`config.mk`:
```
export PLATFORM = sky130hd
export DESIGN_NAME = ones_pattern_gen_flat
export DESIGN_NICKNAME = d
export VERILOG_FILES = /design/src/rtl/ones_pattern_gen_if.sv /design/src/rtl/ones_pattern_gen.sv /design/src/flat_wrapper.sv
export SDC_FILE = /design/constraint.sdc
export NUM_CORES = 1
export LEC_CHECK = 0
export ABC_AREA = 1
export CORE_MARGIN = 4
export CORE_UTILIZATION = 50
export DETAILED_ROUTE_END_ITERATION = 10
export PLACE_DENSITY = 0.86
export SLEW_MARGIN = 10
export SYNTH_ARGS = -nofsm -noshare
export SYNTH_HDL_FRONTEND = slang
export SYNTH_SLANG_ARGS = --single-unit
```
`constraint.sdc`:
```
create_clock -name clk -period 4.55 [get_ports clk]
set_clock_uncertainty 0.1 [all_clocks]
set_input_delay 1.365 -clock clk [delete_from_list [all_inputs] [get_ports clk]]
set_output_delay 1.365 -clock clk [all_outputs]
set_load 0.1 [all_outputs]
```
`src/rtl/ones_pattern_gen_if.sv`:
```
// Request/result handshake bundle for ones_pattern_gen.
// The slave modport is the generator side; master is the requester/consumer.
interface ones_pattern_gen_if #(
    parameter int unsigned W  = 64,
    parameter int unsigned CW = 7,
    parameter int unsigned RW = 6
);
    logic          in_valid;
    logic          in_ready;
    logic [CW-1:0] in_count;
    logic [RW-1:0] in_rot;
    logic          out_valid;
    logic          out_ready;
    logic [W-1:0]  out_word;
    logic          out_onehot;
    logic          out_onecold;
    logic          out_err;

    modport slave (
        input  in_valid, in_count, in_rot, out_ready,
        output in_ready, out_valid, out_word, out_onehot, out_onecold, out_err
    );

    modport master (
        output in_valid, in_count, in_rot, out_ready,
        input  in_ready, out_valid, out_word, out_onehot, out_onecold, out_err
    );
endinterface

```
`src/rtl/ones_pattern_gen.sv`:
```
// Serial generator of a W-bit word with a requested population, rotated left.
// Shifts in one '1' per clock, then rotates one step per clock.
module ones_pattern_gen #(
    parameter int unsigned W  = 64,
    parameter int unsigned CW = 7,
    parameter int unsigned RW = 6
) (
    input  logic               clk,
    input  logic               rst,
    ones_pattern_gen_if.slave  bus
);

    typedef enum logic [1:0] {
        IDLE   = 2'd0,
        BUILD  = 2'd1,
        ROTATE = 2'd2,
        DONE   = 2'd3
    } state_t;

    state_t        state_q, state_d;
    logic [W-1:0]  word_q, word_d;
    logic [CW-1:0] cnt_q, cnt_d;
    logic [RW-1:0] rot_q, rot_d;
    logic          err_q, err_d;
    logic          onehot_q, onehot_d;
    logic          onecold_q, onecold_d;
    logic          in_ready_q, in_ready_d;
    logic          out_valid_q, out_valid_d;
    logic          req_err;

    // State and datapath registers
    always_ff @(posedge clk or posedge rst) begin
        if (rst) begin
            state_q     <= IDLE;
            word_q      <= '0;
            cnt_q       <= '0;
            rot_q       <= '0;
            err_q       <= 1'b0;
            onehot_q    <= 1'b0;
            onecold_q   <= 1'b0;
            in_ready_q  <= 1'b1;
            out_valid_q <= 1'b0;
        end else begin
            state_q     <= state_d;
            word_q      <= word_d;
            cnt_q       <= cnt_d;
            rot_q       <= rot_d;
            err_q       <= err_d;
            onehot_q    <= onehot_d;
            onecold_q   <= onecold_d;
            in_ready_q  <= in_ready_d;
            out_valid_q <= out_valid_d;
        end
    end

    assign req_err = (bus.in_count > CW'(W));

    // Next-state and next-register logic
    always_comb begin
        state_d   = state_q;
        word_d    = word_q;
        cnt_d     = cnt_q;
        rot_d     = rot_q;
        err_d     = err_q;
        onehot_d  = onehot_q;
        onecold_d = onecold_q;

        case (state_q)
            IDLE: begin
                if (bus.in_valid) begin
                    word_d    = '0;
                    cnt_d     = req_err ? '0 : bus.in_count;
                    rot_d     = req_err ? '0 : bus.in_rot;
                    err_d     = req_err;
                    onehot_d  = !req_err && (bus.in_count == CW'(1));
                    onecold_d = !req_err && (bus.in_count == CW'(W - 1));
                    if (req_err)
                        state_d = DONE;
                    else if (bus.in_count != '0)
                        state_d = BUILD;
                    else if (bus.in_rot != '0)
                        state_d = ROTATE;
                    else
                        state_d = DONE;
                end
            end
            BUILD: begin
                word_d = {word_q[W-2:0], 1'b1};
                cnt_d  = cnt_q - CW'(1);
                if (cnt_q == CW'(1))
                    state_d = (rot_q != '0) ? ROTATE : DONE;
            end
            ROTATE: begin
                word_d = {word_q[W-2:0], word_q[W-1]};
                rot_d  = rot_q - RW'(1);
                if (rot_q == RW'(1))
                    state_d = DONE;
            end
            DONE: begin
                if (out_valid_q && bus.out_ready)
                    state_d = IDLE;
            end
            default: state_d = IDLE;
        endcase

        // The result is presented one edge after entering DONE
        out_valid_d = (state_q == DONE) && (state_d == DONE);
        in_ready_d  = (state_d == IDLE);
    end

    assign bus.in_ready    = in_ready_q;
    assign bus.out_valid   = out_valid_q;
    assign bus.out_word    = word_q;
    assign bus.out_onehot  = onehot_q;
    assign bus.out_onecold = onecold_q;
    assign bus.out_err     = err_q;

endmodule

```
`src/flat_wrapper.sv`:
```
// flat-port wrapper written by rule: the top's interface ports become plain ports
module ones_pattern_gen_flat 
#(
    parameter int unsigned W  = 64,
    parameter int unsigned CW = 7,
    parameter int unsigned RW = 6
)
  (clk, rst, bus_in_valid, bus_in_count, bus_in_rot, bus_out_ready, bus_in_ready, bus_out_valid, bus_out_word, bus_out_onehot, bus_out_onecold, bus_out_err);
  ones_pattern_gen_if #(.W(W), .CW(CW), .RW(RW)) bus_i ();
  input  logic clk;
  input  logic rst;
  input wire logic [$bits(bus_i.in_valid)-1:0] bus_in_valid;
  input wire logic [$bits(bus_i.in_count)-1:0] bus_in_count;
  input wire logic [$bits(bus_i.in_rot)-1:0] bus_in_rot;
  input wire logic [$bits(bus_i.out_ready)-1:0] bus_out_ready;
  output wire logic [$bits(bus_i.in_ready)-1:0] bus_in_ready;
  output wire logic [$bits(bus_i.out_valid)-1:0] bus_out_valid;
  output wire logic [$bits(bus_i.out_word)-1:0] bus_out_word;
  output wire logic [$bits(bus_i.out_onehot)-1:0] bus_out_onehot;
  output wire logic [$bits(bus_i.out_onecold)-1:0] bus_out_onecold;
  output wire logic [$bits(bus_i.out_err)-1:0] bus_out_err;
  assign bus_i.in_valid = bus_in_valid;
  assign bus_i.in_count = bus_in_count;
  assign bus_i.in_rot = bus_in_rot;
  assign bus_i.out_ready = bus_out_ready;
  assign bus_in_ready = bus_i.in_ready;
  assign bus_out_valid = bus_i.out_valid;
  assign bus_out_word = bus_i.out_word;
  assign bus_out_onehot = bus_i.out_onehot;
  assign bus_out_onecold = bus_i.out_onecold;
  assign bus_out_err = bus_i.out_err;
  ones_pattern_gen #(.W(W), .CW(CW), .RW(RW)) u_core (.clk(clk), .rst(rst), .bus(bus_i));
endmodule
```
### Word level (Yosys, flattened, before mapping)

Index checks and enable logic that the tools add are counted.

| cells by class | value |
|---|---|
| $add $sub $neg | 2 |
| magnitude comparators | 1 |
| equality and inequality tests | 9 |
| multiplexer cells | 17 |
| reduce and logical (&&, ||, !) cells | 17 |

Operators by type and width:

| operator | count |
|---|---|
| $pmux W64 S3 | 1 |
| $mux W64 | 1 |
| $eq A7 B1 Y1 const B | 2 |
| $mux W7 | 2 |
| $pmux W7 S2 | 1 |
| $mux W2 | 6 |
| $mux W6 | 2 |
| $pmux W6 S2 | 1 |
| $reduce_bool A6 Y1 | 2 |
| $pmux W2 S4 | 1 |
| $reduce_and A2 Y1 | 4 |
| $eq A7 B6 Y1 const B | 1 |
| $gt A7 B7 Y1 const B | 1 |
| $reduce_bool A7 Y1 | 1 |
| $sub A7 B1 Y7 const B | 1 |
| $eq A2 B2 Y1 const B | 3 |
| $eq A6 B1 Y1 const B | 1 |
| $sub A6 B1 Y6 const B | 1 |
| $logic_and A1 B1 Y1 | 4 |
| $logic_not A2 Y1 | 2 |
| $reduce_bool A2 Y1 | 2 |
| $reduce_bool A3 Y1 | 1 |
| $eq A2 B1 Y1 const B | 1 |
| $mux W1 | 2 |
| 2 further kinds | 2 |

| word-level totals | value |
|---|---|
| register bits | 84 |
| output and inout port bits | 69 |

### Logic depth before layout (Yosys ltp)

| logic depth | value |
|---|---|
| depth in word-level cells | 8 |
| depth in mapped cells | 10 |
| gate-level depth less buffers | 10 |

### Least setup slack after synthesis

No wires, ideal clock.

| timing path | value |
|---|---|
| path type | register to output |
| from | register u_core.word_q[23] (netlist: u_core.bus.out_word[23]) |
| to | output bus_out_word[23] |
| arrival | 910 ps |
| required time | 3085 ps |
| path slack | 2175 ps |
| cell stages (with the launch flop) | 1 |
| path through | dfrtp_1 |

RTL lines:

| item | RTL line | source |
|---|---|---|
| start, declared | ones_pattern_gen.sv:21 | `logic [W-1:0] word_q, word_d;` |
| start signal, assigned | ones_pattern_gen.sv:45 | `word_q <= word_d;` |
| end, declared | flat_wrapper.sv:18 | `output wire logic [$bits(bus_i.out_word)-1:0] bus_out_word;` |

No word-level cell between the ends.

### Final worst setup path

| timing path | value |
|---|---|
| from | register u_core.in_ready_q (netlist: u_core.bus.in_ready) |
| to | output bus_in_ready |

RTL lines:

| item | RTL line | source |
|---|---|---|
| start, declared | ones_pattern_gen.sv:27 | `logic in_ready_q, in_ready_d;` |
| start signal, assigned | ones_pattern_gen.sv:51 | `in_ready_q <= in_ready_d;` |
| end, declared | flat_wrapper.sv:16 | `output wire logic [$bits(bus_i.in_ready)-1:0] bus_in_ready;` |

No word-level cell between the ends.

==> flow_summary_export.csv <==
group,metric,value,unit
outcome,status,"finished, final reports clean",
timing,post-route-min-period,3.471,ns
yosys,yosysSeqAreaShare,0.5031,
global_route,grt-ovfl-total,0,
cells_and_area,drive_above_1_share,0.06552,
setup_path,crit_required,3.08,ns
clocking,post_cts.repair.setup_buffers,0,
setup_path,setup.worst_path.start_class,"flip-flop",
setup_path,worstPathArrival,2.01,ns
clocking,cts_tree,"yes",
route,vias,3802,
yosys,syn_area,4180,µm²
setup_path,path_cells,"clkdlybuf4s50_1",
clocking,root_buffer,"clkbuf_8",
yosys,synthMuxAreaShare,0,
yosys,synth_top_family_by_area,"compound AO/OA/AOI/OAI gates",
global_route,gr-usage-all-layers,0.2079,
setup_path,crit_family,"buffers and inverters",
floorplan,core-area,8175,µm²
route,first_iter_violations,230,
clocking,htree_num_levels,3,
global_route,grt_first_pass_wirelength,16940,µm
cells_and_area,layout_commonest_cell,"o21ai_0",
timing,setup_tns,0,ns
setup_path,cpMaxStageDelayCell,"clkdlybuf4s50_1",
route,via_per_inst,5.550,
cells_and_area,nFillCells,686,
floorplan,die_x,99.44,µm
setup_path,max_stage_delay,1.12,ns
placement,gp_congestion,0.8827,
clocking,cts_buffer_depth,2,
route,antenna_left,0,
power_and_ir_drop,ir_drop,408.4,µV
yosys,yosys_warnings,0,
route,wl,10120,µm
floorplan,row_count,33,
setup_path,worstSetupPathType,"reg2out",
floorplan,dieArea,9887,µm²
cells_and_area,final_cell_mix,"119 x o21ai_0, 116 x nand2_1, 85 x clkdlybuf4s50_1",
cells_and_area,area_growth,24.15,%
cells_and_area,diodes,0,
global_route,grt_max_degree,68,
clocking,numCtsBuffers,9,
timing,maxSlewViolCount,0,
timing,finalSetupViolCount,0,
floorplan,die_h,99.44,µm
clocking,postCtsHoldBufs,0,
yosys,synth_nets,532,
global_route,grt_pass1_vias,3497,
yosys,postSynthAreaPerCell,8.261,µm²
route,detail_route.wl_per_cell,14.77,µm
power_and_ir_drop,p_leak,2.234,nW
yosys,synthSimpleGateAreaFrac,0.1838,
power_and_ir_drop,p_per_area,507.7,nW/µm²
setup_path,crit_path_max_fanout,1,
floorplan,initial_core_util,0.5113,
clocking,clk_pin_slew,0.09,ns
timing,rsz0062_at_grt,"false",
route,drc_errors,0,
hold_path,hp-class,"reg2reg",
global_route,antenna_found_initial,0,
yosys,yosys_register_bits,84,
floorplan,io_pins,86,
setup_path,path_buf_inv,1,
timing,fin_crit_sh,0.7628,
timing,hold_viol_final,0,
yosys,synth_compound_area_frac,0.2032,
setup_path,crit_path_end_kind,"output port",
clocking,clk_latency,0.35,ns
yosys,synthAdderAreaFrac,0.02694,
timing,fmaxAchievable,0.2881,GHz
route,firstDrtPassIters,5,
timing,max_slew_margin,0.2805,
clocking,cts_resized,0,
clocking,clkSinkCount,84,
power_and_ir_drop,power.total,2.635,mW
yosys,synth_xor_area_frac,0.006286,
job,cap_violations,0,
yosys,yosysUniqueCellTypes,31,
cells_and_area,nets,601,
placement,hpwlAfterDp,6690,µm
timing,worst_pin_slew,1.079,ns
placement,io_buffers,85,
yosys,synth_cells,506,
## area by class of cell
class,count,area [µm²],area share
Clock inverter,7,81.33,0.01567
Inverter,31,117.6,0.02266
Tap cell,105,131.4,0.02531
Clock buffer,9,123.9,0.02387
Sequential cell,84,2103,0.4053
Timing Repair Buffer,88,873.3,0.1683
Multi-Input combinational cell,361,1759,0.3390
## registers in the layout (all words and copies together), names as in the netlist
signal,flops
u_core.bus.out_onehot,1
u_core.bus.out_valid,1
u_core.bus.in_ready,1
u_core.rot_q,6
u_core.cnt_q,7
u_core.bus.out_word,64
u_core.bus.out_err,1
u_core.state_q,2
u_core.bus.out_onecold,1
## power breakdown
| group | leakage [nW] | total (mW) | switching [mW] | internal (mW) |
|---|---|---|---|---|
| Combinational | 0.984 | 1.17 | 0.899 | 0.271 |
| Clock | 0.107 | 0.562 | 0.299 | 0.264 |
| Sequential | 1.14 | 0.902 | 0.0691 | 0.833 |
| Total | 2.23 | 2.64 | 1.27 | 1.37 |
## cells by family (layout without fill, tap and decap cells)
kind of cell / after synthesis / in the layout
simple gates: 186 / 186
compound gates: 163 / 163
flops: 84 / 84
buf+inv: 61 / 135
fa+ha+maj: 9 / 9
xor+xnor: 3 / 3
## cells in the mapped netlist
cell | n | share of area
inv_1 | 27 | 0.024
o21ai_4 | 1 | 0.0039
xnor2_1 | 1 | 0.0021
buf_6 | 7 | 0.019
nor4_1 | 1 | 0.0015
nand2_2 | 3 | 0.0045
buf_4 | 7 | 0.013
nor3_1 | 1 | 0.0012
a21oi_2 | 1 | 0.0021
clkbuf_1 | 6 | 0.0054
xor2_1 | 2 | 0.0042
nor2_1 | 36 | 0.032
ha_1 | 9 | 0.027
or2_2 | 1 | 0.0015
o21ai_0 | 119 | 0.14
o211ai_1 | 2 | 0.0036
nor2_2 | 1 | 0.0015
nor2_4 | 1 | 0.0027
o21ai_1 | 24 | 0.029
dfrtp_1 | 83 | 0.50
inv_2 | 4 | 0.0036
dfstp_2 | 1 | 0.0063
nand2_4 | 2 | 0.0054
o21a_1 | 1 | 0.0018
nand4_1 | 1 | 0.0015
a21oi_1 | 10 | 0.012
a31oi_1 | 3 | 0.0045
buf_2 | 10 | 0.012
nand3_1 | 23 | 0.028
nand2_1 | 116 | 0.10
o21ai_2 | 2 | 0.0042
## per-layer routing
metal | vias up | share of wire | GRT usage
met4 | 0 | 0.011 | 0.06197
met5 | - | 0 | 0
met3 | 13 | 0.064 | 0.03857
met1 | 1839 | 0.43 | 0.2810
li1 | 1815 | - | -
met2 | 135 | 0.50 | 0.3430
## through the flow
step,instance area (µm²),util,hold WS (ns),cells,worst slack (ns)
CTS,5190,0.6348,0.3972,685,1.058
finish,5190,0.6348,0.3875,685,1.079
floorplan,4180,-,0.3797,506,0.9215
global placement,4985,0.6097,0.3740,669,1.458
detailed placement,4985,0.6097,0.3711,669,1.458
global route,5190,0.6348,0.4275,685,1.037
## final timing paths
check,startpoint,to,slack (ns),depth (start not counted)
worst min-delay path,u_core.bus.out_onehot,u_core.bus.out_onehot,0.39,2
min in group asynchronous,rst,u_core.bus.out_word[46],1.23,2
worst min register to register,u_core.bus.out_onehot,u_core.bus.out_onehot,0.39,2
worst max register to register,u_core.state_q[1],u_core.bus.out_word[29],2.06,4
worst max-delay path,u_core.bus.in_ready,bus_in_ready,1.08,1
max in group asynchronous,rst,u_core.bus.out_word[11],2.37,3
(Power assumes the default switching activity.)
